**src/rtl/vram_arbiter_if.sv**
```systemverilog
// rtl/vram_arbiter_if.sv - framebuffer RAM access bus between arbiter and single-port RAM
interface vram_arbiter_if;
  logic        ram_en;
  logic        ram_we;
  logic [14:0] ram_addr;
  logic [7:0]  ram_wdata;
  logic [7:0]  ram_rdata;

  modport master (
    output ram_en, ram_we, ram_addr, ram_wdata,
    input  ram_rdata
  );

  modport slave (
    input  ram_en, ram_we, ram_addr, ram_wdata,
    output ram_rdata
  );
endinterface

```
**src/rtl/vram_arbiter.sv**
```systemverilog
// rtl/vram_arbiter.sv - single-port VRAM scheduler: display fetch > fill engine > write port
module vram_arbiter #(
  parameter int COLS  = 160,
  parameter int ROWS  = 120,
  parameter int HACT  = 640,
  parameter int VACT  = 480,
  parameter int CELLS = COLS * ROWS
) (
  input  logic        clk,
  input  logic        clr,
  input  logic        pix_en,
  input  logic [9:0]  h,
  input  logic [9:0]  v,
  input  logic        wr_req,
  input  logic [14:0] wr_addr,
  input  logic [7:0]  wr_data,
  output logic        wr_ack,
  output logic        wr_err,
  input  logic        fill_req,
  input  logic [7:0]  fill_color,
  output logic        fill_busy,
  vram_arbiter_if.master ram,
  output logic [2:0]  red,
  output logic [2:0]  green,
  output logic [1:0]  blue
);

  localparam logic [0:0]  IDLE = 1'b0;
  localparam logic [0:0]  FILL = 1'b1;
  localparam logic [9:0]  HACT_W  = 10'(HACT);
  localparam logic [9:0]  VACT_W  = 10'(VACT);
  localparam logic [14:0] CELLS_W = 15'(CELLS);
  localparam logic [14:0] LAST_W  = 15'(CELLS - 1);

  logic [0:0]  state;
  logic [14:0] fill_cnt;
  logic [7:0]  fill_val;
  logic [7:0]  rgb;
  logic        d1_fetch, d1_blank, d2_fetch, d2_blank;
  logic        active, fetch_need, blank_need, wr_oor;
  logic [7:0]  row, col;
  logic [14:0] fetch_addr;

  always_comb begin
    active     = (h < HACT_W) && (v < VACT_W);
    fetch_need = pix_en && active && (h[1:0] == 2'b00);
    blank_need = pix_en && !active;
    row        = v[9:2];
    col        = h[9:2];
    // row*160 = row*128 + row*32
    fetch_addr = 15'({row, 7'b0}) + 15'({row, 5'b0}) + 15'(col);
    wr_oor     = (wr_addr >= CELLS_W);
  end

  assign fill_busy = (state == FILL);
  assign red       = rgb[7:5];
  assign green     = rgb[4:2];
  assign blue      = rgb[1:0];

  always_ff @(posedge clk) begin
    if (clr) begin
      ram.ram_en    <= 1'b0;
      ram.ram_we    <= 1'b0;
      ram.ram_addr  <= '0;
      ram.ram_wdata <= '0;
      wr_ack        <= 1'b0;
      wr_err        <= 1'b0;
      state         <= IDLE;
      fill_cnt      <= '0;
      fill_val      <= '0;
      rgb           <= '0;
      d1_fetch      <= 1'b0;
      d1_blank      <= 1'b0;
      d2_fetch      <= 1'b0;
      d2_blank      <= 1'b0;
    end else begin
      ram.ram_en <= 1'b0;
      ram.ram_we <= 1'b0;
      wr_ack     <= 1'b0;
      wr_err     <= 1'b0;

      d1_fetch <= fetch_need;
      d1_blank <= blank_need;
      d2_fetch <= d1_fetch;
      d2_blank <= d1_blank;
      if (d2_fetch) begin
        rgb <= ram.ram_rdata;
      end else if (d2_blank) begin
        rgb <= '0;
      end

      if (fetch_need) begin
        ram.ram_en   <= 1'b1;
        ram.ram_addr <= fetch_addr;
      end else if (state == FILL) begin
        ram.ram_en    <= 1'b1;
        ram.ram_we    <= 1'b1;
        ram.ram_addr  <= fill_cnt;
        ram.ram_wdata <= fill_val;
        if (fill_cnt == LAST_W) begin
          state    <= IDLE;
          fill_cnt <= '0;
        end else begin
          fill_cnt <= fill_cnt + 15'd1;
        end
      end else if (wr_req && !wr_ack) begin
        // the cycle right after an ack still shows the old request, so skip it
        wr_ack <= 1'b1;
        if (wr_oor) begin
          wr_err <= 1'b1;
        end else begin
          ram.ram_en    <= 1'b1;
          ram.ram_we    <= 1'b1;
          ram.ram_addr  <= wr_addr;
          ram.ram_wdata <= wr_data;
        end
      end

      if (state == IDLE && fill_req) begin
        state    <= FILL;
        fill_cnt <= '0;
        fill_val <= fill_color;
      end
    end
  end

endmodule
```
**src/flat_wrapper.sv**
```systemverilog
// flat-port wrapper written by rule: the top's interface ports become plain ports
module vram_arbiter_flat 
#(
  parameter int COLS  = 160,
  parameter int ROWS  = 120,
  parameter int HACT  = 640,
  parameter int VACT  = 480,
  parameter int CELLS = COLS * ROWS
)
  (clk, clr, pix_en, h, v, wr_req, wr_addr, wr_data, wr_ack, wr_err, fill_req, fill_color, fill_busy, red, green, blue, ram_ram_en, ram_ram_we, ram_ram_addr, ram_ram_wdata, ram_ram_rdata);
  vram_arbiter_if ram_i ();
  input  logic clk;
  input  logic clr;
  input  logic pix_en;
  input  logic [9:0] h;
  input  logic [9:0] v;
  input  logic wr_req;
  input  logic [14:0] wr_addr;
  input  logic [7:0] wr_data;
  output logic wr_ack;
  output logic wr_err;
  input  logic fill_req;
  input  logic [7:0] fill_color;
  output logic fill_busy;
  output logic [2:0] red;
  output logic [2:0] green;
  output logic [1:0] blue;
  output wire logic [$bits(ram_i.ram_en)-1:0] ram_ram_en;
  output wire logic [$bits(ram_i.ram_we)-1:0] ram_ram_we;
  output wire logic [$bits(ram_i.ram_addr)-1:0] ram_ram_addr;
  output wire logic [$bits(ram_i.ram_wdata)-1:0] ram_ram_wdata;
  input wire logic [$bits(ram_i.ram_rdata)-1:0] ram_ram_rdata;
  assign ram_ram_en = ram_i.ram_en;
  assign ram_ram_we = ram_i.ram_we;
  assign ram_ram_addr = ram_i.ram_addr;
  assign ram_ram_wdata = ram_i.ram_wdata;
  assign ram_i.ram_rdata = ram_ram_rdata;
  vram_arbiter #(.COLS(COLS), .ROWS(ROWS), .HACT(HACT), .VACT(VACT), .CELLS(CELLS)) u_core (.clk(clk), .clr(clr), .pix_en(pix_en), .h(h), .v(v), .wr_req(wr_req), .wr_addr(wr_addr), .wr_data(wr_data), .wr_ack(wr_ack), .wr_err(wr_err), .fill_req(fill_req), .fill_color(fill_color), .fill_busy(fill_busy), .ram(ram_i), .red(red), .green(green), .blue(blue));
endmodule
```
**config.mk**
```make
export PLATFORM = sky130hd
export DESIGN_NAME = vram_arbiter_flat
export DESIGN_NICKNAME = d
export VERILOG_FILES = /design/src/rtl/vram_arbiter_if.sv /design/src/rtl/vram_arbiter.sv /design/src/flat_wrapper.sv
export SDC_FILE = /design/constraint.sdc
export NUM_CORES = 1
export LEC_CHECK = 0
export CORE_MARGIN = 1.5
export CORE_UTILIZATION = 47
export DETAILED_ROUTE_END_ITERATION = 16
export PLACE_DENSITY = 0.81
export SLEW_MARGIN = 20
export SYNTH_ARGS = -nofsm -noshare
export SYNTH_HDL_FRONTEND = slang
export SYNTH_SLANG_ARGS = --single-unit
```
**constraint.sdc**
```tcl
create_clock -name clk -period 3.6 [get_ports clk]
set_input_delay 0.72 -clock clk [delete_from_list [all_inputs] [get_ports clk]]
set_output_delay 0.72 -clock clk [all_outputs]
set_load 0.02 [all_outputs]
```
Word-level counts from Yosys, hierarchy flattened
Index checks and enable logic that the tools add are counted.
{ "word_totals": {"reg_bits": 63, "input_bits": 64, "out_inout_bits": 36} }
{ "op_classes": {"n_addsub": 3, "n_lt_le_gt_ge": 3, "eq_ne": 4, "mux": 20, "bitwise": 3, "reduce_logical": 19} }
{ "ops": {"columns": ["cell", "n"], "rows": [
  ["$mux W15", 5],
  ["$mux W8", 5],
  ["$add A15 B1 Y15 const B", 1],
  ["$add A15 B13 Y15", 1],
  ["$add A15 B8 Y15", 1],
  ["$eq A15 B15 Y1 const B", 1],
  ["$ge A15 B15 Y1 const B", 1],
  ["$lt A10 B10 Y1 const B", 1],
  ["$lt A10 B9 Y1 const B", 1],
  ["$mux W1", 10],
  ["$logic_and A1 B1 Y1", 6],
  ["$reduce_and A2 Y1", 2],
  ["$reduce_bool A2 Y1", 2],
  ["$reduce_or A2 Y1", 2],
  ["$reduce_or A4 Y1", 1],
  ["$ne A3 B1 Y1 const B", 1],
  ["$not A1 Y1", 3],
  ["$reduce_and A3 Y1", 1],
  ["$reduce_bool A3 Y1", 1],
  ["$reduce_or A3 Y1", 1],
  ["$logic_not A1 Y1", 2],
  ["$logic_not A2 Y1", 1],
  ["$ne A2 B1 Y1 const B", 1],
  ["$ne A2 B2 Y1 const B", 1]
]} }

Longest topological paths before layout
{ "depth": {"word_depth": 6, "mapped_depth": 9} }

Least setup slack after synthesis
OpenSTA, ideal clock, no wires.
{ "synth_timing": {"kind": "input -> register", "startpoint": "input port h[9]", "endpoint": "register u_core.ram.ram_addr[12]", "t_arrival_ps": 2693, "required_time_ps": 3514, "slack_ps": 821, "path_stages": 9, "path_buffers": 0, "cell_sequence": "inv_1 > fa_1 > inv_1 > fa_1 > a211o_1 > a21o_1 > a21oi_1 > xor2_1 > a211oi_1"} }
{ "synth_between": {"elab_chain_len": 6, "word_cells_on_any_way": 9, "cone_classes": "1 x add/sub; 1 x order compare; 1 x eq/ne; 1 x mux; 5 x reduce/logical"} }
{ "synth_rtl": {"columns": ["item", "line_no", "source"], "rows": [
  ["from (decl)", "flat_wrapper.sv:15", "input logic [9:0] h;"],
  ["$lt A10 B10 Y1", "vram_arbiter.sv:45", "active = (h < HACT_W) && (v < VACT_W);"],
  ["$logic_and A1 B1 Y1", "vram_arbiter.sv:45", null],
  ["$logic_and A1 B1 Y1 (2 in a row)", "vram_arbiter.sv:46", "fetch_need = pix_en && active && (h[1:0] == 2'b00);"],
  ["$ne A3 B1 Y1 (no source line) or $reduce_bool A3 Y1 (tied branches)", null, null],
  ["$reduce_and A2 Y1 (no source line)", null, null],
  ["to (signal assigned)", "vram_arbiter.sv:94", "ram.ram_addr <= fetch_addr;"],
  ["to (signal assigned)", "vram_arbiter.sv:98", "ram.ram_addr <= fill_cnt;"],
  ["to (signal assigned)", "vram_arbiter.sv:114", "ram.ram_addr <= wr_addr;"],
  ["to (decl)", "vram_arbiter_if.sv:10", "output ram_en, ram_we, ram_addr, ram_wdata,"]
]} }
Several ways; a longest one is shown, not always the timed one.
A chain may end at the register's enable or synchronous reset.

Worst setup path after layout
Same ends and word-level chain as after synthesis.

==> flow_metrics.py <==
metrics = {
    "floorplan": {
        "fp.dieW_um": 87.0,
        "ioPinCount": 100,
        "start_util_pct": 48.8,
        "rows": 30,
        "fp.dieArea_mm2": 0.00757,
        "placeableCoreArea_mm2": 0.00679,
        "die_h_um": 87.0,
    },
    "yosys": {
        "syn_nets": 472,
        "synth_seq_area_share_pct": 38.0,
        "synth_ff_type": "dfxtp_1",
        "synthTopCellsByCount": "dfxtp_1 (63), nand2_1 (44), a21oi_1 (38), nor2_1 (36), o21ai_0 (25)",
        "synth_top_area_share_pct": 38.0,
        "synth_area_leaders": "dfxtp_1 (38%), ha_1 (6.0%), a21oi_1 (5.7%)",
        "synth.most_common_cell": "dfxtp_1",
        "async_flop_share_pct": 0,
        "synth_area_per_cell_um2": 8.50,
        "yosys_warnings": 0,
        "syn_inst": 390,
        "syn_area_mm2": 0.00332,
        "synth_area_leader_cell": "dfxtp_1",
        "synth-seq-cells": 63,
        "synth-edff-count": 0,
        "synth_cell_types": 54,
    },
    "drt": {
        "via_per_inst": 5.57,
        "post_drt_wl_per_cell_um": 15.2,
        "wl_um": 8880,
        "vias": 3250,
        "first_pass_iters": 4,
        "ant_nets": 0,
        "drt-initial-drc-count": 115,
        "drc_errors": 0,
    },
    "power_and_ir_drop": {
        "leakagePower_nw": 1.72,
        "vdd_drop_max_uv": 237,
        "pwr-share-clk_pct": 36.0,
        "power_frac_comb_pct": 22.1,
        "p_per_area_mw_per_mm2": 396,
        "switching_share_pct": 26.9,
        "p_switching_w": 0.000488,
        "p_seq_share_pct": 41.9,
        "intPower_w": 0.00132,
    },
    "layout": {
        "nets": 564,
        "regArea_mm2": 0.00126,
        "area_delta_synth_final_pct": 37.9,
        "multiInputGateArea_mm2": 0.00194,
        "antenna_cells": 0,
        "filler_cell_count": 617,
        "stdcell_area_mm2": 0.00457,
        "post_route_cells_drive_above_1_share_pct": 5.95,
    },
    "global_routing": {
        "grt_most_used_layer": "met2",
        "grt_use_total_pct": 23.9,
        "met3_usage_pct": 4.64,
        "grt_use_met1_pct": 29.8,
        "grt_pass1_wl_um": 14100,
        "grt_overflow": 0,
        "grt_max_degree": 45,
        "antenna_found_initial": 0,
        "grt_pass1_vias": 3074,
        "use_met2_pct": 40.8,
    },
    "timing": {
        "hold_violations": 0,
        "fmax_ghz": 0.327,
        "worst_pin_slew_ps": 640,
        "slew_headroom_pct": 56.9,
        "rsz0062_at_grt": "false",
        "skew_ps": 6.17,
        "fin_crit_ps": 3060,
        "setup_viol": 0,
        "finalCritPeriodShare_pct": 85.0,
        "drv_slew": 0,
        "tns_ps": 0,
    },
    "cts": {
        "cts.sinks": 63,
        "cts_buffers": 9,
        "clkTransAtPathRegs_ps": 70,
        "htree_levels": 3,
        "hold_buffers": 0,
        "cts_tree": "done",
        "cts_root_buf": "clkbuf_8",
        "clock_path_buffers": 2,
        "ctsResizeCount": 0,
        "clock_latency_ps": 330,
        "post-cts-setup-buffer-count": 0,
    },
    "outcome": {
        "status": "completed",
    },
    "worst_setup_path": {
        "cp.arrival_ps": 3310,
        "path_max_fanout": 3,
        "startpoint_type": "primary input",
        "endpoint_kind": "flop",
        "critical_path_class": "primary input to flop",
        "cp.required_ps": 3840,
    },
    "placement": {
        "gp_congestion": 0.893,
        "portBuffers": 97,
        "place_area_mm2": 0.00436,
        "dp.final_hpwl_um": 6510,
    },
    "min_path": {
        "min_path_type": "flop to flop",
    },
    "flow_run": {
        "max-cap-violations": 0,
    },
}
## cells in the final DEF (no fill, tap or decap), types with 4 or more instances in the layout
cell type,synthesis,final
a211o_1,4,4
a211oi_1,14,14
a21o_1,5,5
a21oi_1,38,38
and2_1,5,5
buf_4,1,6
clkbuf_8,0,9
clkdlybuf4s50_1,0,97
dfxtp_1,63,63
ha_1,16,16
inv_1,7,7
mux2i_1,18,18
nand2_1,44,44
nand2b_1,4,4
nand3_1,6,6
nor2_1,36,36
nor3_1,6,6
nor3b_1,10,10
o211ai_1,9,9
o21ai_0,25,25
or4_1,4,4
xnor2_1,7,7
xor2_1,4,4
## flip-flops by register name (all words and copies together) (netlist names), 8 cells and up
register              flops
u_core.rgb                8
u_core.fill_val           8
u_core.ram.ram_addr      15
u_core.ram.ram_wdata      8
u_core.fill_cnt          15
## critical path, cell delays in order
cell and delay [ps]:
clkdlybuf4s50_1 470, inv_1 60, fa_1 530, inv_1 70
fa_1 480, a211o_1 340, a21o_1 170, a21oi_1 160
xor2_1 80, a211oi_1 220
## path summary, 6_finish.rpt
check	slack, ps	from	cells past startpoint	to
worst max-delay path	540	h[9]	10	u_core.ram.ram_addr[12]
worst min-delay path	430	u_core.d1_blank	1	u_core.d2_blank
worst max register to register	1220	u_core.fill_busy	5	u_core.fill_cnt[3]
worst min register to register	430	u_core.d1_blank	1	u_core.d2_blank
## metal layers
| metal | up-vias | routed length, um |
|---|---|---|
| li1 | 1604 | - |
| met1 | 1525 | 4100 |
| met2 | 115 | 4130 |
| met3 | 6 | 551 |
| met4 | 0 | 97 |
| met5 | - | 0 |
## cells by family (layout without fill, tap and decap cells)
kind of cell	count (synthesis)	count (layout)	share of synthesized area [%]
AOI/OAI and AO/OA	117	117	22.4
xor gates and xnor gates	11	11	2.90
muxes	18	18	5.43
and+or+nand+nor	134	134	20.4
DFF	63	63	38.0
adders and majority gates	18	18	7.24
buffers and inverters	29	126	3.58
## per-stage QoR
step	utilization, %	cells	hold slack, ps	setup slack, ps	power [W]
4_1_cts	67.3	583	431	568	0.00182
5_1_grt	67.3	583	464	464	0.00189
3_3_place_gp	64.2	567	418	254	0.00116
2_1_floorplan	-	390	414	821	0.000992
3_5_place_dp	64.2	567	424	220	0.00117
6_report	67.3	583	430	539	0.00181
## final cells by class
cell class / count / area share, %
Multi-Input combinational cell: 298 / 42.4
Sequential cell: 63 / 27.6
Timing Repair Buffer: 103 / 22.2
Inverter: 7 / 0.575
Clock buffer: 10 / 2.79
Tap cell: 96 / 2.63
Clock inverter: 6 / 1.86
## power by group through the flow
stage                     clock network, W  logic, W  registers (W)
after CTS                         0.000664  0.000400       0.000759
after floorplan                          0  0.000189       0.000803
after detailed placement                 0  0.000397       0.000774
after global routing              0.000697  0.000435       0.000763
final                             0.000653  0.000400       0.000759
after global placement                   0  0.000390       0.000773
Note: power is estimated with default switching activity, not from simulation.
